--- src/rtl/z80_mcycle_pkg.sv ---
// Machine-cycle type codes (shared with the z80fi checkers) and the T-state encoding
// used by the Z80 bus sequencer.
package z80_mcycle_pkg;

    typedef enum logic [2:0] {
        CYCLE_NONE   = 3'd0,
        CYCLE_M1     = 3'd1,
        CYCLE_RD_MEM = 3'd2,
        CYCLE_WR_MEM = 3'd3,
        CYCLE_RD_IO  = 3'd4,
        CYCLE_WR_IO  = 3'd5
    } cycle_t;

    typedef enum logic [2:0] {
        IDLE = 3'd0,
        T1   = 3'd1,
        T2   = 3'd2,
        TW   = 3'd3,
        T3   = 3'd4,
        T4   = 3'd5
    } tstate_t;

    localparam logic [3:0] TCYCLES_MAX = 4'd15;

    // Codes 6 and 7 are not real cycles; they complete like CYCLE_NONE.
    function automatic cycle_t decode_cycle(input logic [2:0] raw);
        case (raw)
            3'd1:    return CYCLE_M1;
            3'd2:    return CYCLE_RD_MEM;
            3'd3:    return CYCLE_WR_MEM;
            3'd4:    return CYCLE_RD_IO;
            3'd5:    return CYCLE_WR_IO;
            default: return CYCLE_NONE;
        endcase
    endfunction

    function automatic logic is_io_cycle(input cycle_t c);
        return (c == CYCLE_RD_IO) || (c == CYCLE_WR_IO);
    endfunction

    function automatic logic is_read_capture_late(input cycle_t c);
        return (c == CYCLE_RD_MEM) || (c == CYCLE_RD_IO);
    endfunction

endpackage

--- src/rtl/z80_mcycle_sequencer.sv ---
// Z80 bus machine-cycle sequencer: one command at a time, strobes decoded per T-state.
// Optional macro Z80_REFRESH_EN enables the M1 refresh phase (rfsh_n, {I,R} address, r_inc).
//
// state | meaning
// IDLE  | no cycle in progress, ready for a command
// T1    | first T-state (final one for CYCLE_NONE)
// T2    | second T-state, WAIT sampled here except for I/O
// TW    | wait state, WAIT sampled every clock
// T3    | third T-state, final for memory and I/O cycles
// T4    | M1 refresh tail, final for M1
module z80_mcycle_sequencer
    import z80_mcycle_pkg::*;
(
    input  logic        clk,
    input  logic        reset,
    input  logic        cmd_valid,
    output logic        cmd_ready,
    input  logic [2:0]  cmd_type,
    input  logic [15:0] cmd_addr,
    input  logic [7:0]  cmd_wdata,
    input  logic [7:0]  reg_i,
    input  logic [7:0]  reg_r,
    input  logic        wait_n,
    input  logic [7:0]  bus_din,
    output logic [15:0] bus_addr,
    output logic [7:0]  bus_dout,
    output logic        m1_n,
    output logic        mreq_n,
    output logic        iorq_n,
    output logic        rd_n,
    output logic        wr_n,
    output logic        rfsh_n,
    output logic        done,
    output logic [7:0]  rdata,
    output logic [3:0]  tcycles,
    output logic        r_inc
);

    tstate_t     state, state_nxt;
    cycle_t      cyc;
    logic [15:0] addr_q;
    logic [7:0]  wdata_q;
    logic [3:0]  tcnt;
    logic        last_t;
    logic        capture;
    logic        accept;

    always_comb begin
        last_t = 1'b0;
        case (state)
            T1:      last_t = (cyc == CYCLE_NONE);
            T3:      last_t = (cyc != CYCLE_M1);
            T4:      last_t = 1'b1;
            default: last_t = 1'b0;
        endcase
    end

    assign done      = last_t;
    assign cmd_ready = (state == IDLE) || last_t;
    assign accept    = cmd_valid && cmd_ready;

    // A command presented during the final T-state starts its T1 on the very next edge.
    always_comb begin
        state_nxt = state;
        capture   = 1'b0;
        case (state)
            IDLE: begin
                if (cmd_valid) state_nxt = T1;
            end
            T1: begin
                if (cyc == CYCLE_NONE) state_nxt = cmd_valid ? T1 : IDLE;
                else                   state_nxt = T2;
            end
            T2: begin
                if (is_io_cycle(cyc)) begin
                    state_nxt = TW;
                end else if (wait_n) begin
                    state_nxt = T3;
                    capture   = (cyc == CYCLE_M1);
                end else begin
                    state_nxt = TW;
                end
            end
            TW: begin
                if (wait_n) begin
                    state_nxt = T3;
                    capture   = (cyc == CYCLE_M1);
                end
            end
            T3: begin
                if (cyc == CYCLE_M1) begin
                    state_nxt = T4;
                end else begin
                    state_nxt = cmd_valid ? T1 : IDLE;
                    capture   = is_read_capture_late(cyc);
                end
            end
            T4: begin
                state_nxt = cmd_valid ? T1 : IDLE;
            end
            default: state_nxt = IDLE;
        endcase
    end

    always_ff @(posedge clk or posedge reset) begin
        if (reset) begin
            state   <= IDLE;
            cyc     <= CYCLE_NONE;
            addr_q  <= 16'h0000;
            wdata_q <= 8'h00;
            tcnt    <= 4'd0;
            rdata   <= 8'h00;
            tcycles <= 4'd0;
        end else begin
            state <= state_nxt;
            if (capture) rdata <= bus_din;
            if (last_t) tcycles <= (cyc == CYCLE_NONE) ? 4'd0 : tcnt;
            if (accept) begin
                cyc     <= decode_cycle(cmd_type);
                addr_q  <= cmd_addr;
                wdata_q <= cmd_wdata;
                tcnt    <= 4'd1;
            end else if (tcnt != TCYCLES_MAX) begin
                tcnt <= tcnt + 4'd1;
            end
        end
    end

`ifndef Z80_REFRESH_EN
    logic unused_refresh_src;
    assign unused_refresh_src = ^{reg_i, reg_r};
`endif

    always_comb begin
        m1_n     = 1'b1;
        mreq_n   = 1'b1;
        iorq_n   = 1'b1;
        rd_n     = 1'b1;
        wr_n     = 1'b1;
        rfsh_n   = 1'b1;
        r_inc    = 1'b0;
        bus_addr = 16'h0000;
        bus_dout = 8'h00;
        if (state != IDLE) begin
            case (cyc)
                CYCLE_M1: begin
                    if ((state == T3) || (state == T4)) begin
`ifdef Z80_REFRESH_EN
                        mreq_n   = 1'b0;
                        rfsh_n   = 1'b0;
                        bus_addr = {reg_i, reg_r};
                        r_inc    = (state == T4);
`else
                        bus_addr = addr_q;
`endif
                    end else begin
                        m1_n     = 1'b0;
                        mreq_n   = 1'b0;
                        rd_n     = 1'b0;
                        bus_addr = addr_q;
                    end
                end
                CYCLE_RD_MEM: begin
                    mreq_n   = 1'b0;
                    rd_n     = 1'b0;
                    bus_addr = addr_q;
                end
                CYCLE_WR_MEM: begin
                    mreq_n   = 1'b0;
                    wr_n     = (state == T1);
                    bus_addr = addr_q;
                    bus_dout = wdata_q;
                end
                CYCLE_RD_IO: begin
                    iorq_n   = (state == T1);
                    rd_n     = (state == T1);
                    bus_addr = addr_q;
                end
                CYCLE_WR_IO: begin
                    iorq_n   = (state == T1);
                    wr_n     = (state == T1);
                    bus_addr = addr_q;
                    bus_dout = wdata_q;
                end
                default: begin
                end
            endcase
        end
    end

endmodule
--- config.mk ---
export PLATFORM = sky130hd
export DESIGN_NAME = z80_mcycle_sequencer
export DESIGN_NICKNAME = d
export VERILOG_FILES = /design/src/rtl/z80_mcycle_pkg.sv /design/src/rtl/z80_mcycle_sequencer.sv
export SDC_FILE = /design/constraint.sdc
export NUM_CORES = 1
export LEC_CHECK = 0
export ABC_AREA = 0
export BUFFER_PORTS_ARGS = -buffer_cell sky130_fd_sc_hd__buf_2
export CORE_ASPECT_RATIO = 0.9
export CORE_MARGIN = 1.5
export CORE_UTILIZATION = 47
export CTS_BUF_LIST = sky130_fd_sc_hd__clkbuf_16
export DETAILED_ROUTE_END_ITERATION = 8
export PLACE_DENSITY = 0.78
export SYNTH_ARGS = -nofsm -noshare
export SYNTH_HDL_FRONTEND = slang
export SYNTH_SLANG_ARGS = --single-unit
--- constraint.sdc ---
create_clock -name clk -period 2.4 [get_ports clk]
set_input_delay 0.12 -clock clk [delete_from_list [all_inputs] [get_ports clk]]
set_output_delay 0.12 -clock clk [all_outputs]
set_load 0.05 [all_outputs]
# Yosys cells after proc, flatten, opt, wreduce, memory -nomap -nowiden
# Index checks and enable logic that the tools add are counted.
# word_totals
in_bits	55
reg_bits	46
output_inout_bits	45
# classes
n_addsub	1
n_eq_ne	19
n_reduce_logical	14
mux	32
# ops
cell	n
2-to-1 mux 16 bit	2
equality test 3 x 2 -> 1 bit (second input constant)	6
equality test 3 bit (second input constant)	6
case mux 3 bit (6 select lines)	1
2-to-1 mux 8 bit	2
2-to-1 mux 3 bit	5
case mux 3 bit (5 select lines)	1
2-to-1 mux 1 bit	13
2-to-1 mux 4 bit	3
equality test 3 x 1 -> 1 bit (second input constant)	3
case mux 1 bit (3 select lines)	3
zero test 3 bit	2
OR reduction 2 bit	3
OR reduction 5 bit	1
adder 4 x 1 -> 4 bit (second input constant)	1
logical OR 1 bit	4
!= test 2 bit (second input constant)	2
!= test 4 bit (second input constant)	1
!= test 3 x 1 -> 1 bit (second input constant)	1
nonzero test 3 bit	1
2-to-1 mux 2 bit	1
case mux 1 bit (2 select lines)	1
AND reduction 2 bit	1
nonzero test 2 bit	1
logical AND 1 bit	1

# Longest topological paths before layout
# logic_depth
word_depth	5
mapped_depth	6
ltp_nobuf	4

# Least setup slack after synthesis
# No wires, ideal clock.
# synth_path
path_kind	reg2out
start	register state[2]
end	output mreq_n
n_path_buf	2
required_ns	2.280
t_arrival_ns	2.003
path_stages_with_launch	5
path_slack_ns	0.277
cell_sequence	dfrtp_1 clkbuf_1 clkbuf_1 a21oi_1 o21ai_0
# synth_via
elab_chain_len	5
# synth_lines
element	line	source
start, declared	z80_mcycle_sequencer.sv:39	tstate_t state, state_nxt;
start signal, assigned	z80_mcycle_sequencer.sv:115	state <= state_nxt;
equality test 3 bit	z80_mcycle_sequencer.sv:147	if ((state == T3) || (state == T4)) begin
logical OR 1 bit	z80_mcycle_sequencer.sv:147	
2-to-1 mux 1 bit	z80_mcycle_sequencer.sv:147	
case mux 1 bit (2 select lines)	z80_mcycle_sequencer.sv:145	case (cyc)
2-to-1 mux 1 bit (*)	z80_mcycle_sequencer.sv:144	if (state != IDLE) begin
end, declared	z80_mcycle_sequencer.sv:28	output logic mreq_n,
# Mark *: on every way between the ends. The rest lies on a longest branch, timed or not.

# Worst setup path in the final report
# layout_path
start	register cyc[0]
end	output done
# layout_via
elab_chain_len	2
# layout_lines
element	line	source
start, declared	z80_mcycle_sequencer.sv:40	cycle_t cyc;
start signal, assigned	z80_mcycle_sequencer.sv:119	cyc <= decode_cycle(cmd_type);
!= test 3 x 1 -> 1 bit / zero test 3 bit (equally long branches)	z80_mcycle_sequencer.sv:52, z80_mcycle_sequencer.sv:51	
case mux 1 bit (3 select lines) (*)	z80_mcycle_sequencer.sv:50	case (state)
end, declared	z80_mcycle_sequencer.sv:33	output logic done,
# Marks and branches as above.

==> impl_metrics.json <==
{
  "status": "finished clean",
  "maxUsedRoutingLayer": "met4",
  "worst_setup_path_start_kind": "flip-flop",
  "m1WireLength_um": 2032,
  "root_buffer": "clkbuf_16",
  "endpoint_kind": "output pin",
  "max_stage_delay_ns": 0.42,
  "grt_pass1_wl_um": 7534,
  "cts_buffer_depth": 2,
  "antenna_found_initial": 0,
  "grt_pass1_vias": 1688,
  "fin_crit_sh_pct": 90.13,
  "die_w_um": 76.33,
  "firstDrtPassIters": 4,
  "ios": 100,
  "grt_overflow": 0,
  "slew_headroom_pct": 39.78,
  "grt_start_max_net_pins": 47,
  "drcViolationCount": 0,
  "fin_crit_ns": 2.163,
  "rsz0062_at_grt": "false",
  "clk_pin_slew_worst_paths_ns": 0.06,
  "regArea_mm2": 0.001151,
  "synth-async-reset-ratio_pct": 100.0,
  "cts-htree-levels": 2,
  "drt_iter0_markers": 96,
  "cts_resized": 0,
  "yosysTopAreaCell": "dfrtp_1",
  "hold_violations": 0,
  "ant_nets": 0,
  "maxCapViolCount": 0,
  "wl_met2_um": 2255,
  "wl_met3_um": 204,
  "critPathMaxFanout": 10,
  "yosysWarnings": 0,
  "post-dp-hpwl_um": 3415,
  "yosysMostFrequentCell": "dfrtp_1",
  "clock_latency_ns": 0.27,
  "fin_skew_ns": 0.004349,
  "io_buffer_count": 81,
  "synth_cell_types": 40,
  "cts_tree": "done",
  "area_delta_synth_final_pct": 25.96,
  "dieArea_mm2": 0.005267,
  "drive_above_1_share_pct": 45.55,
  "fp.dieH_um": 69,
  "postSynthAreaPerCell_um2": 11.15,
  "postCtsSetupRepairBufs": 0,
  "synth_top_cell_area_share_pct": 50.61,
  "nFillCells": 406,
  "tightest_slew_ns": 0.9020,
  "worst_ep_arrival_time_ns": 2.04,
  "synthTopCellsByArea": "dfrtp_1, mux2_2, and2_1",
  "syn_inst": 204,
  "synth_edf_count": 0,
  "critPathKind": "reg -> out",
  "final-max-slew-violation-count": 0,
  "slowest_stage": "dfrtp_1",
  "hold_buffers": 0,
  "crit_chain": "buf_4 > nor3_1 > nor2_1 > or3_1 > inv_1 > buf_2",
  "place.gp.congestion": 0.8704,
  "multiInputGateArea_mm2": 0.001015,
  "diodes": 0,
  "cp.required_ns": 2.28,
  "final_nets": 337,
  "synth-seq-area-share_pct": 50.61,
  "placeableCoreArea_mm2": 0.004547,
  "wire_per_inst_um": 13.15,
  "finalSetupViolCount": 0,
  "drt_wl_total_um": 4512,
  "clock-sinks": 46,
  "grt_usage_pct": 17.49,
  "cts_buffers": 5,
  "vias": 1715,
  "viasPerCell": 5.000,
  "rows": 23,
  "synth_nets": 260,
  "start_util_pct": 50.03,
  "min_path_type": "in -> async",
  "clock.fmax_mhz": 462.3,
  "synth-seq-cells": 46,
  "ys.flop_type": "dfrtp_1",
  "ys_top_cells_by_count": "dfrtp_1, mux2_2, and2_1",
  "netlist_area_mm2": 0.002275,
  "tns_ns": 0
}
worst max-delay path, delay by kind of cell, from the launching register on:
family | cells | cell delay [ns]
and+or+nand+nor | 3 | 0.82
DFF | 1 | 0.42
buffers and inverters | 3 | 0.51
path summary, 6_finish.rpt:
path / cells after the start / from / endpoint / slack (ns)
hold / removal: 2 / reset / rdata[3] / 0.04
setup / recovery: 6 / cyc[0] / done / 0.24
setup reg to reg: 3 / cyc[2] / rdata[1] / 0.35
min in group clk: 2 / wait_n / state[0] / 0.07
max in group asynchronous: 2 / reset / addr_q[3] / 1.80
hold reg to reg: 1 / wdata_q[3] / wdata_q[3] / 0.49
cells in the final DEF (no fill, tap or decap), types with 3 or more instances in the layout:
cell type,count
mux2_2,32
clkbuf_16,5
o21ai_0,8
nand2b_1,3
nand2_1,13
o22ai_1,3
a21oi_1,6
a22o_1,4
nor2_1,10
buf_2,81
and2_1,24
nor3_1,4
dfrtp_1,46
inv_1,4
nand3_1,3
nor2b_1,3
area by class of cell:
class	count	share of cell area (%)
clock inverter	2	1.179
tap	62	2.707
inverter	6	0.7860
timing repair buffer	84	15.37
sequential	46	40.17
multi-input combinational	138	35.41
clock buffer	5	4.367
stage by stage:
stage          worst slack [ns]  util [%]  area (um2)  std cells  hold WS (ns)
3_3_place_gp             0.3598     59.52        2706        336        0.3511
2_1_floorplan            0.2775         -        2275        204        0.2316
5_1_grt                 0.07958     63.02        2865        343       0.07324
3_5_place_dp             0.3136     59.52        2706        336        0.3568
6_report                 0.2370     63.02        2865        343       0.04221
4_1_cts                  0.2254     63.02        2865        343       0.06924
metal layers:
layer / up-vias / global-route usage, %
met2: 54 / 29.37
met1: 804 / 22.63
met5: - / 0
met3: 2 / 4.371
li1: 855 / -
met4: 0 / 4.527
cell families (layout without fill, tap and decap cells):
logic type | count (synthesis) | in the layout | share of synthesized area [%]
xor+xnor | 2 | 2 | 0.7702
flops | 46 | 46 | 50.60
simple gates | 69 | 69 | 16.50
mux | 33 | 33 | 16.28
other cells | 2 | 2 | 0.3302
buf+inv | 20 | 97 | 4.785
compound gates | 31 | 31 | 10.18
fa+ha+maj | 1 | 1 | 0.5500
registers in the layout, summed over array words and instances, names as in the netlist:
| name | cells |
|---|---|
| tcnt | 4 |
| rdata | 8 |
| tcycles | 4 |
| wdata_q | 8 |
| addr_q | 16 |
| state | 3 |
| cyc | 3 |
Power is left out: the tool's default activity adds up to more than one toggle a clock period on the data nets, which glitch-free logic cannot reach.
